File: config.mk
export PLATFORM = sky130hd
export DESIGN_NAME = multiplier
export DESIGN_NICKNAME = d
export VERILOG_FILES = /design/src/rtl/multiplier.sv
export SDC_FILE = /design/constraint.sdc
export NUM_CORES = 1
export LEC_CHECK = 0
export CAP_MARGIN = 25
export CORE_MARGIN = 2
export CORE_UTILIZATION = 40
export DETAILED_ROUTE_END_ITERATION = 8
export SLEW_MARGIN = 40
export SYNTH_ARGS = -nofsm -noshare
export SYNTH_HDL_FRONTEND = slang
export SYNTH_SLANG_ARGS = --single-unit
File: constraint.sdc
create_clock -name clk -period 6.97 [get_ports clk]
set_clock_uncertainty 0.05 [all_clocks]
set_input_delay 1.394 -clock clk [delete_from_list [all_inputs] [get_ports clk]]
set_output_delay 1.394 -clock clk [all_outputs]
set_load 0.02 [all_outputs]
File: src/rtl/multiplier.sv
// -----------------------------------------------------------------------------
// multiplier
//
// Sequential shift-add multiply-accumulate with a fixed latency:
//   product = quotientin * divisorin + remainderin
//
// Ports
//   clk          in   1   rising-edge clock for all state
//   reset        in   1   asynchronous, active-low reset
//   start        in   1   request pulse; operands follow on the next cycle
//   quotientin   in   8   unsigned multiplicand
//   divisorin    in   7   unsigned multiplier (0 is legal)
//   remainderin  in   7   unsigned addend (may exceed divisorin)
//   product      out  15  registered result
//   valid        out  1   product holds the most recent completed request
//   state_dbg    out  3   current FSM state, for observation only
//
// Request protocol: start is sampled at a rising edge (call it E0). The
// operands are sampled at the following edge E1 and nowhere else. The result
// is written to product, and valid rises, at edge E17 exactly; product never
// moves at any other edge except under reset. A start seen at any edge,
// including during a running request, aborts that request, clears valid at
// that same edge, leaves product alone, and becomes the new E0. There is no
// back-pressure: the result is simply held in DONE until the next start.
// -----------------------------------------------------------------------------
module multiplier (
    input  logic        clk,
    input  logic        reset,
    input  logic        start,
    input  logic [7:0]  quotientin,
    input  logic [6:0]  divisorin,
    input  logic [6:0]  remainderin,
    output logic [14:0] product,
    output logic        valid,
    output logic [2:0]  state_dbg
);

    typedef enum logic [2:0] {
        IDLE = 3'd0,
        LOAD = 3'd1,
        MUL  = 3'd2,
        PAD  = 3'd3,
        DONE = 3'd4
    } state_t;

    // Last shift-add step: bit counter value 7 (E9).
    localparam logic [2:0] BIT_LAST = 3'd7;
    // PAD is entered at E9 with the counter at 0 and counts once per edge
    // E10..E16; at E17 the counter reads 7 and the result is published.
    localparam logic [4:0] PAD_LAST = 5'd7;

    state_t        state_q,   state_d;
    logic [14:0]   acc_q,     acc_d;
    logic [7:0]    quot_q,    quot_d;
    logic [6:0]    div_q,     div_d;
    logic [2:0]    bit_cnt_q, bit_cnt_d;
    logic [4:0]    pad_cnt_q, pad_cnt_d;
    logic [14:0]   product_q, product_d;
    logic          valid_q,   valid_d;

    // divisor shifted to the weight of the quotient bit being processed.
    // 127 << 7 fits in 15 bits, and the accumulated total is bounded by
    // 255*127 + 127 = 32512, so no carry is ever lost.
    logic [14:0]   add_term;

    assign add_term = {8'd0, div_q} << bit_cnt_q;

    // -------------------------------------------------------------------------
    // Next-state and datapath
    // -------------------------------------------------------------------------
    always_comb begin
        state_d   = state_q;
        acc_d     = acc_q;
        quot_d    = quot_q;
        div_d     = div_q;
        bit_cnt_d = bit_cnt_q;
        pad_cnt_d = pad_cnt_q;
        product_d = product_q;
        valid_d   = valid_q;

        if (start) begin
            // Start wins in every state: abandon whatever was running. The
            // partial accumulator is left alone; LOAD overwrites it.
            state_d = LOAD;
            valid_d = 1'b0;
        end else begin
            case (state_q)
                IDLE: begin
                    state_d = IDLE;
                end

                LOAD: begin
                    quot_d    = quotientin;
                    div_d     = divisorin;
                    acc_d     = {8'd0, remainderin};
                    bit_cnt_d = 3'd0;
                    pad_cnt_d = 5'd0;
                    state_d   = MUL;
                end

                MUL: begin
                    if (quot_q[bit_cnt_q]) begin
                        acc_d = acc_q + add_term;
                    end
                    bit_cnt_d = bit_cnt_q + 3'd1;
                    if (bit_cnt_q == BIT_LAST) begin
                        pad_cnt_d = 5'd0;
                        state_d   = PAD;
                    end
                end

                PAD: begin
                    if (pad_cnt_q == PAD_LAST) begin
                        product_d = acc_q;
                        valid_d   = 1'b1;
                        pad_cnt_d = 5'd0;
                        state_d   = DONE;
                    end else begin
                        pad_cnt_d = pad_cnt_q + 5'd1;
                    end
                end

                DONE: begin
                    state_d = DONE;
                end

                default: begin
                    state_d = IDLE;
                end
            endcase
        end
    end

    // -------------------------------------------------------------------------
    // State registers
    // -------------------------------------------------------------------------
    always_ff @(posedge clk or negedge reset) begin
        if (!reset) begin
            state_q   <= IDLE;
            acc_q     <= 15'd0;
            quot_q    <= 8'd0;
            div_q     <= 7'd0;
            bit_cnt_q <= 3'd0;
            pad_cnt_q <= 5'd0;
            product_q <= 15'd0;
            valid_q   <= 1'b0;
        end else begin
            state_q   <= state_d;
            acc_q     <= acc_d;
            quot_q    <= quot_d;
            div_q     <= div_d;
            bit_cnt_q <= bit_cnt_d;
            pad_cnt_q <= pad_cnt_d;
            product_q <= product_d;
            valid_q   <= valid_d;
        end
    end

    assign product   = product_q;
    assign valid     = valid_q;
    assign state_dbg = state_q;

endmodule

==> results of run 1 <==
[logic make-up (layout without fill, tap and decap cells)]
group | after synthesis | in the layout | share of synthesized area, %
AOI/OAI and AO/OA | 75 | 75 | 14.7
DFF | 57 | 57 | 43.3
adders and majority gates | 18 | 18 | 7.06
muxes | 29 | 29 | 10.3
and+or+nand+nor | 130 | 130 | 18.8
xor gates and xnor gates | 10 | 10 | 2.66
buffers and inverters | 22 | 70 | 3.19
[cells in the mapped netlist (4+ instances only)]
cell type  instances  area, um^2
a21o_1             8        60.1
a21oi_1           13        65.1
clkbuf_1           8        30.0
dfrtp_1           57        1430
ha_1              17         213
inv_1              7        26.3
mux2_2            20         225
mux2i_1            7        70.1
nand2_1           66         248
nand2b_1           4        25.0
nand3_1           12        60.1
nor2_1            23        86.3
nor3_1             5        25.0
o21ai_0           23         115
o22ai_1            8        50.1
xnor2_1            6        52.6
xor2_1             4        35.0
[state kept, by name, summed over array words and instances, names as in the netlist]
register   count
pad_cnt_q      5
quot_q         8
product       15
acc_q         15
div_q          7
bit_cnt_q      3
valid          1
state_dbg      3
[power breakdown]
group,internal (mW),total [mW],switching [mW],leakage (nW)
clock,0.182,0.311,0.129,0.102
combinational,0.194,0.415,0.221,0.996
sequential,0.379,0.432,0.0533,0.748
total,0.754,1.16,0.404,1.85
[worst min-delay path: stages, from the launching register on]
cell and delay (ps):
dfrtp_1 340, nand2_1 50, nand2_1 60
[cell type report]
type	instances	area (um^2)	area share (%)
multi-input cells	262	1760	44.0
inverters	7	26.3	0.655
clock inverters	3	40.0	0.999
clock buffers	12	155	3.87
repair buffers	48	467	11.6
well taps	105	131	3.28
flip-flops and latches	57	1430	35.6
[layer usage]
layer / global-route usage, % / wire length [um]
met4: 7.61 / 156
met2: 23.8 / 2840
met5: 0 / 0
met3: 3.11 / 275
met1: 23.6 / 3480
[cell usage in the layout, fill, tap and decap left out, types with 2 or more instances in the layout]
cell / count
a21o_1: 8
a21oi_1: 13
mux2i_1: 7
ha_1: 17
nand3_1: 12
nand2b_1: 4
clkinv_2: 2
a22o_1: 2
inv_1: 7
xor2_1: 4
nand2_2: 2
mux4_2: 2
nor3_1: 5
buf_4: 4
a211oi_1: 3
nand2_1: 66
nor2_1: 23
clkdlybuf4s50_1: 42
o21bai_1: 2
dfrtp_1: 57
nor2b_1: 2
o41ai_1: 2
o22ai_1: 8
xnor2_1: 6
o21a_1: 3
mux2_2: 20
and2_1: 3
o31ai_1: 2
o21ai_0: 23
nand3b_1: 2
clkbuf_8: 11
[metrics by stage]
step                hold WS [ps]  utilization (%)  power (mW)  instances
global route                 442             49.5        1.25        494
detailed placement           407             47.1       0.853        479
finish                       427             49.5        1.16        494
global placement             406             46.7       0.847        475
CTS                          423             49.5        1.17        494
floorplan                    390                -       0.754        341
[worst paths after layout]
kind | endpoint | slack, ps | cells past startpoint
worst max-delay path | acc_q[14]$_DFFE_PN0P_ | 3650 | 5
worst min-delay path | quot_q[3]$_DFFE_PN0P_ | 430 | 2
worst max register to register | acc_q[14]$_DFFE_PN0P_ | 3820 | 11
worst min register to register | quot_q[3]$_DFFE_PN0P_ | 430 | 2
max in group asynchronous | acc_q[9]$_DFFE_PN0P_ | 5240 | 2
min in group asynchronous | bit_cnt_q[0]$_DFFE_PN0P_ | 1150 | 2
==> impl_metrics.csv, run 1 <==
group,metric,value,unit
route,dr.first_iter.drc_count,121,
die,die-area,0.00898,mm^2
die,die_h,94.8,um
route,vias_per_cell,5.14,
placed_design,place_ws,3270,ps
worst_setup_path,endpoint_kind,"flip-flop",
layout,drive_gt1_share,13.4,%
logic_synthesis,ys_ff_latch,57,
global_route,grt_max_degree,58,
layout,diodes,0,
worst_setup_path,path_cells,"clkdlybuf4s50_1, nor4b_2, nand2_2, a211oi_1, mux2i_1",
logic_synthesis,synth_edf_count,0,
clock_tree,clkTransAtPathRegs,60,ps
logic_synthesis,avgSynthCellArea,9.66,um^2
logic_synthesis,synth_area,0.00329,mm^2
layout,syn2layout_area_growth,21.7,%
worst_setup_path,critPathRequiredTime,7180,ps
route,vias,2541,
hold_path,hold_start,"quot_q[3]$_DFFE_PN0P_",
worst_setup_path,slowest_stage,"clkdlybuf4s50_1",
worst_setup_path,cp_data_arrival_time,3530,ps
global_route,grt_usage,16.4,%
layout,fill_cells,800,
die,dieWidth,94.8,um
logic_synthesis,synth_flop_cell,"dfrtp_1",
clock_tree,postCtsHoldBufs,0,
route,drc,0,
pwr,p_per_area,289,mW/mm^2
hold_path,hp-class,"reg2reg",
timing,relSlewSlack,51.9,%
outcome,status,"complete, no violations",
pwr,peakVddDrop,0.000129,V
clock_tree,cts_root_buffer,"clkbuf_8",
timing,hold_violations,0,
worst_setup_path,crit_path_max_incr_delay,560,ps
die,ioPinCount,44,
route,postRouteAntennaNets,0,
logic_synthesis,synth_warnings,0,
route,wirelength,6.75,mm
clock_tree,cts_tree,"done",
die,core_area,0.00809,mm^2
placed_design,place_area,0.00381,mm^2
layout,final_nets,428,
timing,finalMaxSlewViolations,0,
route,dr.pass1.iters,4,
timing,fmaxAchievable,301,MHz
placed_design,dp_hpwl,4.95,mm
placed_design,numPortBuffers,43,
timing,layout_setup_ws,3650,ps
timing,fin_crit,3320,ps
global_route,grt_pass1_vias,2407,
logic_synthesis,async_flop_share,100,%
global_route,grt_pass1_wl,11.5,mm
clock_tree,cts_setup_buffers,0,
clock_tree,cts_resized,0,
clock_tree,clk_latency,340,ps
clock_tree,cts_buffers,9,
pwr,p_leak,1.85,nW
layout,design_area,0.00401,mm^2
route,avgRoutedWirePerCell,13.7,um
clock_tree,clock-sinks,57,
logic_synthesis,yosysSeqAreaShare,43.3,%
die,floorplan.initialDensity,40.7,%
worst_setup_path,crit_type,"in2reg",
worst_setup_path,crit_family,"simple AND/OR/NAND/NOR gates",
worst_setup_path,critical_path_buf_inv_count,1,
timing,setup_viol,0,
logic_synthesis,synth_cell_types,53,
worst_setup_path,startpoint,"start",
worst_setup_path,r2r-start,"bit_cnt_q[0]$_DFFE_PN0P_",
logic_synthesis,syn_inst,341,
placed_design,place_congestion,0.890,
die,std_cell_rows,33,
flow_run,cap_violations,0,
logic_synthesis,syn_nets,384,
timing,rsz0062_at_grt,"no",
global_route,antenna_found_initial,0,
worst_setup_path,cp-start-kind,"input port",
timing,period_share,47.6,%
timing,tightest_slew,722,ps
worst_setup_path,worstPathMaxFanout,22,
clock_tree,htreeDepth,3,
timing,fin_tns_setup,0,ps
clock_tree,cts_buffer_depth,2,
global_route,grt_overflow_total,0,
No activity file was read; power rests on OpenSTA's default activity.
==> inputs of run 2 (changes only) <==
==> constraint.sdc (replaced) <==
create_clock -name clk -period 3.1 [get_ports clk]
set_clock_uncertainty 0.05 [all_clocks]
set_input_delay 0.62 -clock clk [delete_from_list [all_inputs] [get_ports clk]]
set_output_delay 0.62 -clock clk [all_outputs]
set_load 0.02 [all_outputs]
==> run 2 against run 1 <==
Sequential share of layout area shrank 0.63 points. Register-to-register slack lost 3600 ps. Combinational power grew 140%. Critical path type is now reg2reg. Die area is the same. Worst hold slack lost 160 ps. Routed wire length grew 6.1%. Setup slack lost 3400 ps. Final area grew 1.9%. Core utilization grew 0.94 points. Largest cell class unchanged. Sequential power grew 120%. Clock power grew 120%. Via count grew 2.7%.
==> impl_metrics.csv, run 2 (same netlist as run 1, synthesis figures left out) <==
group,metric,value,unit
outcome,status,"complete, no violations",
placed_design,place_congestion,0.889,
die,core_area,0.00809,mm^2
timing,finalMaxSlewViolations,0,
worst_setup_path,critPathRequiredTime,3280,ps
global_route,grt_use_met1,25.1,%
layout,fill_cells,771,
placed_design,numPortBuffers,43,
clock_tree,clkTransAtPathRegs,70,ps
worst_setup_path,cp_data_arrival_time,3060,ps
flow_run,cap_violations,0,
die,dieWidth,94.8,um
clock_tree,postCtsHoldBufs,0,
global_route,grt_pass1_vias,2507,
route,vias_per_cell,5.19,
pwr,peakVddDrop,0.000248,V
global_route,busiest_layer,"met2",
clock_tree,cts_tree,"done",
layout,drive_gt1_share,16.1,%
timing,fin_tns_setup,0,ps
worst_setup_path,endpoint_kind,"flip-flop",
worst_setup_path,crit_type,"reg2reg",
clock_tree,clk_latency,330,ps
layout,design_area,0.00409,mm^2
die,floorplan.initialDensity,40.7,%
pwr,p_leak,1.90,nW
timing,hold_violations,0,
global_route,antenna_found_initial,0,
die,die_h,94.8,um
timing,fmaxAchievable,347,MHz
layout,syn2layout_area_growth,24.0,%
layout,diodes,0,
route,postRouteAntennaNets,0,
route,wirelength,7.16,mm
route,dr.first_iter.drc_count,94,
pwr,p_per_area,652,mW/mm^2
layout,final_common_cell,"nand2_1",
route,avgRoutedWirePerCell,14.2,um
timing,fin_crit,2880,ps
global_route,grt_overflow_total,0,
global_route,use_met2,26.4,%
route,vias,2610,
global_route,grtUsageMet3,2.87,%
hold_path,hp-class,"in2async",
timing,rsz0062_at_grt,"no",
route,dr.pass1.iters,4,
global_route,grt_usage,17.4,%
pwr,finalPower,2.66,mW
worst_setup_path,reg2reg_slack,220,ps
layout,final_nets,437,
worst_setup_path,r2r_cells,10,
placed_design,place_area,0.00386,mm^2
clock_tree,cts_root_buffer,"clkbuf_8",
timing,period_share,93.0,%
clock_tree,clock-sinks,57,
route,drc,0,
die,die-area,0.00898,mm^2
worst_setup_path,cp-start-kind,"flip-flop",
clock_tree,cts_buffers,9,
timing,setup_viol,0,
worst_setup_path,r2r_end,"acc_q[8]$_DFFE_PN0P_",
placed_design,dp_hpwl,5.46,mm
global_route,grt_max_degree,30,
global_route,grt_pass1_wl,12.2,mm
clock_tree,htreeDepth,3,
clock_tree,cts_buffer_depth,2,
worst_setup_path,worstPathMaxFanout,14,
timing,relSlewSlack,55.3,%
layout,layout_common_cells,"nand2_1, dfrtp_1, clkdlybuf4s50_1, nor2_1, o21ai_0",
layout,regArea,0.00143,mm^2
timing,tightest_slew,670,ps
layout,multi_input_area,0.00177,mm^2
worst_setup_path,r2r-start,"bit_cnt_q[1]$_DFFE_PN0P_",
die,ioPinCount,44,
die,std_cell_rows,33,
timing,whs,269,ps
run 2: metrics by stage:
stage | cells | utilization (%) | setup WS, ps
global placement | 486 | 47.7 | 69.3
finish | 503 | 50.5 | 218
floorplan | 341 | - | 179
global route | 503 | 50.5 | 50.1
CTS | 501 | 50.2 | 155
detailed placement | 486 | 47.7 | 39.4
run 2: where the power goes:
group	switching [mW]	internal (mW)
Sequential	0.107	0.853
Combinational	0.553	0.458
Clock	0.284	0.408
run 2: critical path, cell delays in order (launching register included):
cell,delay (ps)
dfrtp_2,510
mux2i_1,160
mux2_2,300
o22ai_1,240
ha_1,330
a21o_1,180
a21oi_1,230
a21oi_1,140
o21a_1,220
o21a_1,170
o31ai_1,240
run 2: what timing repair did:
| action | 4_1_cts | 5_1_grt |
|---|---|---|
| setup buffers | 0 | 2 |
| gates resized for setup | 1 | 2 |
| hold endpoints to repair | 0 | 0 |
| endpoints found under the setup margin | 1 | 2 |
run 2: how the worst max path moves through the flow:
stage	end	slack, ps	from	cells past startpoint
6_report	acc_q[8]$_DFFE_PN0P_	220	bit_cnt_q[1]$_DFFE_PN0P_	10
5_1_grt	acc_q[14]$_DFFE_PN0P_	50	bit_cnt_q[1]$_DFFE_PN0P_	10
4_1_cts	acc_q[12]$_DFFE_PN0P_	150	bit_cnt_q[1]$_DFFE_PN0P_	10
3_5_place_dp	acc_q[12]$_DFFE_PN0P_	40	bit_cnt_q[1]$_DFFE_PN0P_	10
3_3_place_gp	acc_q[12]$_DFFE_PN0P_	70	bit_cnt_q[1]$_DFFE_PN0P_	10
2_1_floorplan	acc_q[12]$_DFFE_PN0P_	180	bit_cnt_q[1]$_DFFE_PN0P_	12
run 2: layer usage:
metal,vias up,wire length [um]
met1,1222,3540
met3,11,246
met4,0,129
met2,54,3250
met5,-,0
li1,1323,-
run 2: final cells by class:
| class | count | area share, % |
|---|---|---|
| repair buffers | 57 | 13.0 |
| clock inverters | 3 | 0.980 |
| inverters | 7 | 0.643 |
| clock buffers | 12 | 3.80 |
| flip-flops and latches | 57 | 34.9 |
| multi-input cells | 262 | 43.4 |
| well taps | 105 | 3.22 |
==> RTL edit 1: new RTL, flow settings as in run 2 <==
Make the reset (`reset`) synchronous in one clocked block. Comments in the files are not updated.
--- a/src/rtl/multiplier.sv
+++ b/src/rtl/multiplier.sv
@@ -134,7 +134,7 @@
     // -------------------------------------------------------------------------
     // State registers
     // -------------------------------------------------------------------------
-    always_ff @(posedge clk or negedge reset) begin
+    always_ff @(posedge clk) begin
         if (!reset) begin
             state_q   <= IDLE;
             acc_q     <= 15'd0;
Function: differs if reset is asserted again (counterexample within 4 cycles, from zero or initial values and one cycle with reset low); with reset held inactive, the same outputs for 10 cycles.
==> RTL edit 1 against run 2 <==
  * Maximum frequency increased by 2.4%
  * Worst setup slack improved by 0.068 ns
  * Routed wire length increased by 7.9%
  * Area after synthesis decreased by 0.34%
  * Cell area decreased by 1.4%
  * First-iteration DRC count increased by 36%
  * Sequential cell count unchanged
  * Critical path depth unchanged
Power is not compared: it rests on default switching activity, and its combinational part moved more than twofold at a synthesized area within 25%.
==> RTL edit 1: results (changes against run 2) <==
metric;value;unit;change
Setup crit end;acc_q[12]$_SDFFE_PN0P_;;
synth unique cells;56;;+5.7%
Worst path max stage delay;0.43;ns;-0.08 ns
area occupied by multi-input gates;0.00201;mm²;+13%
GRT Util Overall;18.7;%;+1.3 points
met2 usage;30.1;%;+3.8 points
syn nets;441;;+15%
Worst EP arrival;3.00;ns;-0.06 ns
Synth top cells by count;dfxtp_1, nand2_1, nor2_1;;
register area share after synthesis;34.8;%;-8.5 points
WL met1;3.80;mm;+7.4%
worst hold start;quot_q[3]$_SDFFE_PN0P_;;
DP Wirelength;5.80;mm;+6.3%
Area after DPL;0.00386;mm²;about the same
largest net degree at the start of global routing;47;;+57%
ANT cells;0;;unchanged
Place WS;0.102;ns;+0.0626 ns
Critical-path top delay cell;dfxtp_4;;
Primary FF master, synth;dfxtp_1;;
worst r2r src;bit_cnt_q[1]$_SDFFE_PN0P_;;
Synth async-reset ratio;0;%;-100 points
P_leak;1.59;nW;
top area cells in the synthesized netlist;dfxtp_1, mux2i_1, ha_1, a21oi_1, nand2_1;;
Synth Area in Compound Gates;20.7;%;+6.0 points
Final GP Congestion;0.840;;-5.5%
yosys warns;0;;unchanged
mux cell area share after synthesis;10.0;%;-0.31 points
grt met3 use;4.79;%;+1.9 points
post-cts resize count;0;;-1
worst hold-check path type;reg2reg;;
ratio of cells with drive above 1 in the final layout;10.2;%;-5.9 points
Post-Synth Adder-Cell Area;7.09;%;+0.024 points
M1 GR Usage;24.3;%;-0.79 points
Setup CP Type;reg2reg;;
WHS Endpoint;quot_q[3]$_SDFFE_PN0P_;;
Worst Tran Pin Value;0.528;ns;-0.142 ns
status;finished, final reports clean;;
flop-to-flop setup slack;0.29;ns;+0.07 ns
clock latency on the worst-skew pair;0.35;ns;+0.02 ns
Worst Path Max Fanout;13;;-1
final period utilization;90.8;%;-2.2 points
WL per Instance;13.9;µm;-2.6%
Synth Area in XOR/XNOR;1.87;%;-0.79 points
DR top layer;met4;;
met2 wire length;3.50;mm;+7.6%
met3 wire length;307;µm;+25%
reg-to-reg endpoint;acc_q[12]$_SDFFE_PN0P_;;
final-stage net count;491;;+12%
vias in the first global route;2865;;+14%
first-pass GRT wire length;13.2;mm;+7.7%
First DRT Iteration DRCs;128;;+36%
# fillers;820;;+6.4%
post-DR vias/cell;5.31;;+2.3%
-- RTL edit 1: cell count changes after synthesis, sizes merged, moves of 4 or more --
cell / delta
mux2: -13
o21ai: -4
dfxtp: +57
and3: +5
mux2i: +18
a21oi: +29
nor2: +23
a211oi: +5
nand2: -14
a22o: +4
o22ai: -7
dfrtp: -57
-- RTL edit 1: final cells by class --
cell class / instances / share of cell area (%)
multi-input cells: 312 / 49.8
flip-flops and latches: 57 / 28.4
repair buffers: 58 / 13.5
clock buffers: 12 / 3.60
well taps: 105 / 3.26
inverters: 10 / 0.932
clock inverters: 3 / 0.435
-- RTL edit 1: per-stage QoR --
stage               hold WS [ns]  total power (W)  instances
floorplan                  0.383         0.000850        398
global placement           0.392         0.000909        542
detailed placement         0.398         0.000912        542
CTS                        0.407          0.00151        557
global route               0.429          0.00155        557
finish                     0.404          0.00149        557
==> RTL edit 2: new RTL, config.mk and constraints of run 2 <==
Without the edit above. Register the output `product` once more; this adds one clock of latency there. The other outputs are not delayed to match. Comments in the files are not updated.
--- a/src/rtl/multiplier.sv
+++ b/src/rtl/multiplier.sv
@@ -156,7 +156,9 @@
         end
     end
 
-    assign product   = product_q;
+    always_ff @(posedge clk) begin
+        product <= product_q;
+    end
     assign valid     = valid_q;
     assign state_dbg = state_q;
 
Function: no difference found for any inputs over 10 cycles, from zero or initial values and one cycle with reset low; that may be too few to reach the edited logic, so the function may still have changed.
==> RTL edit 2 against run 2 <==
  * Die area increased by 13%
  * Worst setup slack lost 0.010 ns
  * Via count up 15%
  * Cell area increased by 12%
  * Area after synthesis is 13% higher
  * Routed wire length up 21%
  * Largest cell class unchanged
  * Sequential share of layout area is 2.7 points higher
  * Sequential cell count grew 15
  * Total power up 17%
  * Non-clock buffer count rose by 6
  * Highest routed layer unchanged
  * Sequential power increased by 18%
==> RTL edit 2: results (changes against run 2) <==
metric;value;unit;change
Area after DPL;0.00433;mm²;+12%
area occupied by multi-input gates;0.00186;mm²;+4.9%
top area cells in the synthesized netlist;dfrtp_1, nand2_1, dfxtp_1, ha_1, mux2_2;;
Avg Cell Area, Syn;9.48;µm²;-1.8%
largest net degree at the start of global routing;40;;+33%
Final GP Congestion;0.839;;-5.6%
via count;3007;;+15%
worst hold-check path type;in2async;;
DP Wirelength;6.35;mm;+16%
Placed Cells;546;;+12%
Worst Tran Pin Value;0.647;ns;-0.0234 ns
First DRT Iteration DRCs;118;;+26%
met2 usage;29.8;%;+3.5 points
first-pass GRT wire length;14.3;mm;+17%
synth unique cells;51;;-3.8%
Worst path max stage delay;0.47;ns;-0.04 ns
M1 GR Usage;23.4;%;-1.7 points
grt met3 use;4.09;%;+1.2 points
total power draw;0.00311;W;+17%
met3 wire length;255;µm;+3.7%
maximum vdd drop;0.000257;V;+3.3%
GRT Util Overall;18.3;%;+0.90 points
met2 wire length;4.15;mm;+28%
Synth async-reset ratio;79.2;%;-21 points
post-cts resize count;0;;-1
Power Clock;0.000851;W;+23%
status;finished, final reports clean;;
WL met1;4.10;mm;+16%
Layout Cells excl Fill;566;;+13%
Pint;0.00201;W;+17%
Synth top cells by count;nand2_1, dfrtp_1, o21ai_0;;
WL per Instance;15.3;µm;+7.1%
# fillers;886;;+15%
CTS buffer count;9;;unchanged
clock latency on the worst-skew pair;0.36;ns;+0.03 ns
Comb group;0.00112;W;+11%
syn nets;437;;+14%
final-stage net count;493;;+13%
top-area cell type share of the netlist area;38.2;%;-5.1 points
ratio of cells with drive above 1 in the final layout;13.2;%;-2.9 points
Worst EP arrival;3.10;ns;+0.04 ns
Place WS;0.140;ns;+0.101 ns
P_leak;2.12;nW;+12%
-- RTL edit 2: changes by cell type after synthesis, moves of 4 or more --
cell / run 2 / this run
nand2_1: 66 / 82
o21ai_0: 23 / 28
nor2_1: 23 / 15
mux2_2: 20 / 14
a31oi_1: 1 / 5
xor2_1: 4 / 0
and3_1: 1 / 6
inv_1: 7 / 14
dfxtp_1: 0 / 15
-- RTL edit 2: kinds of logic after synthesis --
logic type | after synthesis | share of synthesized area [%]
and+or+nand+nor | 151 | 18.8
AOI/OAI and AO/OA | 91 | 15.7
DFF | 72 | 46.2
buffers and inverters | 32 | 3.95
muxes | 26 | 8.14
adders and majority gates | 18 | 6.23
xor gates and xnor gates | 4 | 0.938
-- RTL edit 2: final timing paths --
check / startpoint / endpoint / slack, ns / depth (start not counted)
max: bit_cnt_q[1]$_DFFE_PN0P_ / acc_q[9]$_DFFE_PN0P_ / 0.21 / 10
min: reset / product_q[1]$_DFFE_PN0P_ / 0.17 / 1
max reg2reg: bit_cnt_q[1]$_DFFE_PN0P_ / acc_q[9]$_DFFE_PN0P_ / 0.21 / 10
min reg2reg: product_q[12]$_DFFE_PN0P_ / product[12]$_DFF_P_ / 0.32 / 0
max in group asynchronous: reset / div_q[6]$_DFFE_PN0P_ / 2.22 / 2
min in group clk: product_q[12]$_DFFE_PN0P_ / product[12]$_DFF_P_ / 0.32 / 0
-- RTL edit 2: area by class of cell --
type | instances | share of cell area [%]
repair buffers | 63 | 12.6
clock buffers | 10 | 3.00
well taps | 111 | 3.03
inverters | 14 | 1.15
multi-input cells | 290 | 40.6
clock inverters | 6 | 2.02
flip-flops and latches | 72 | 37.7
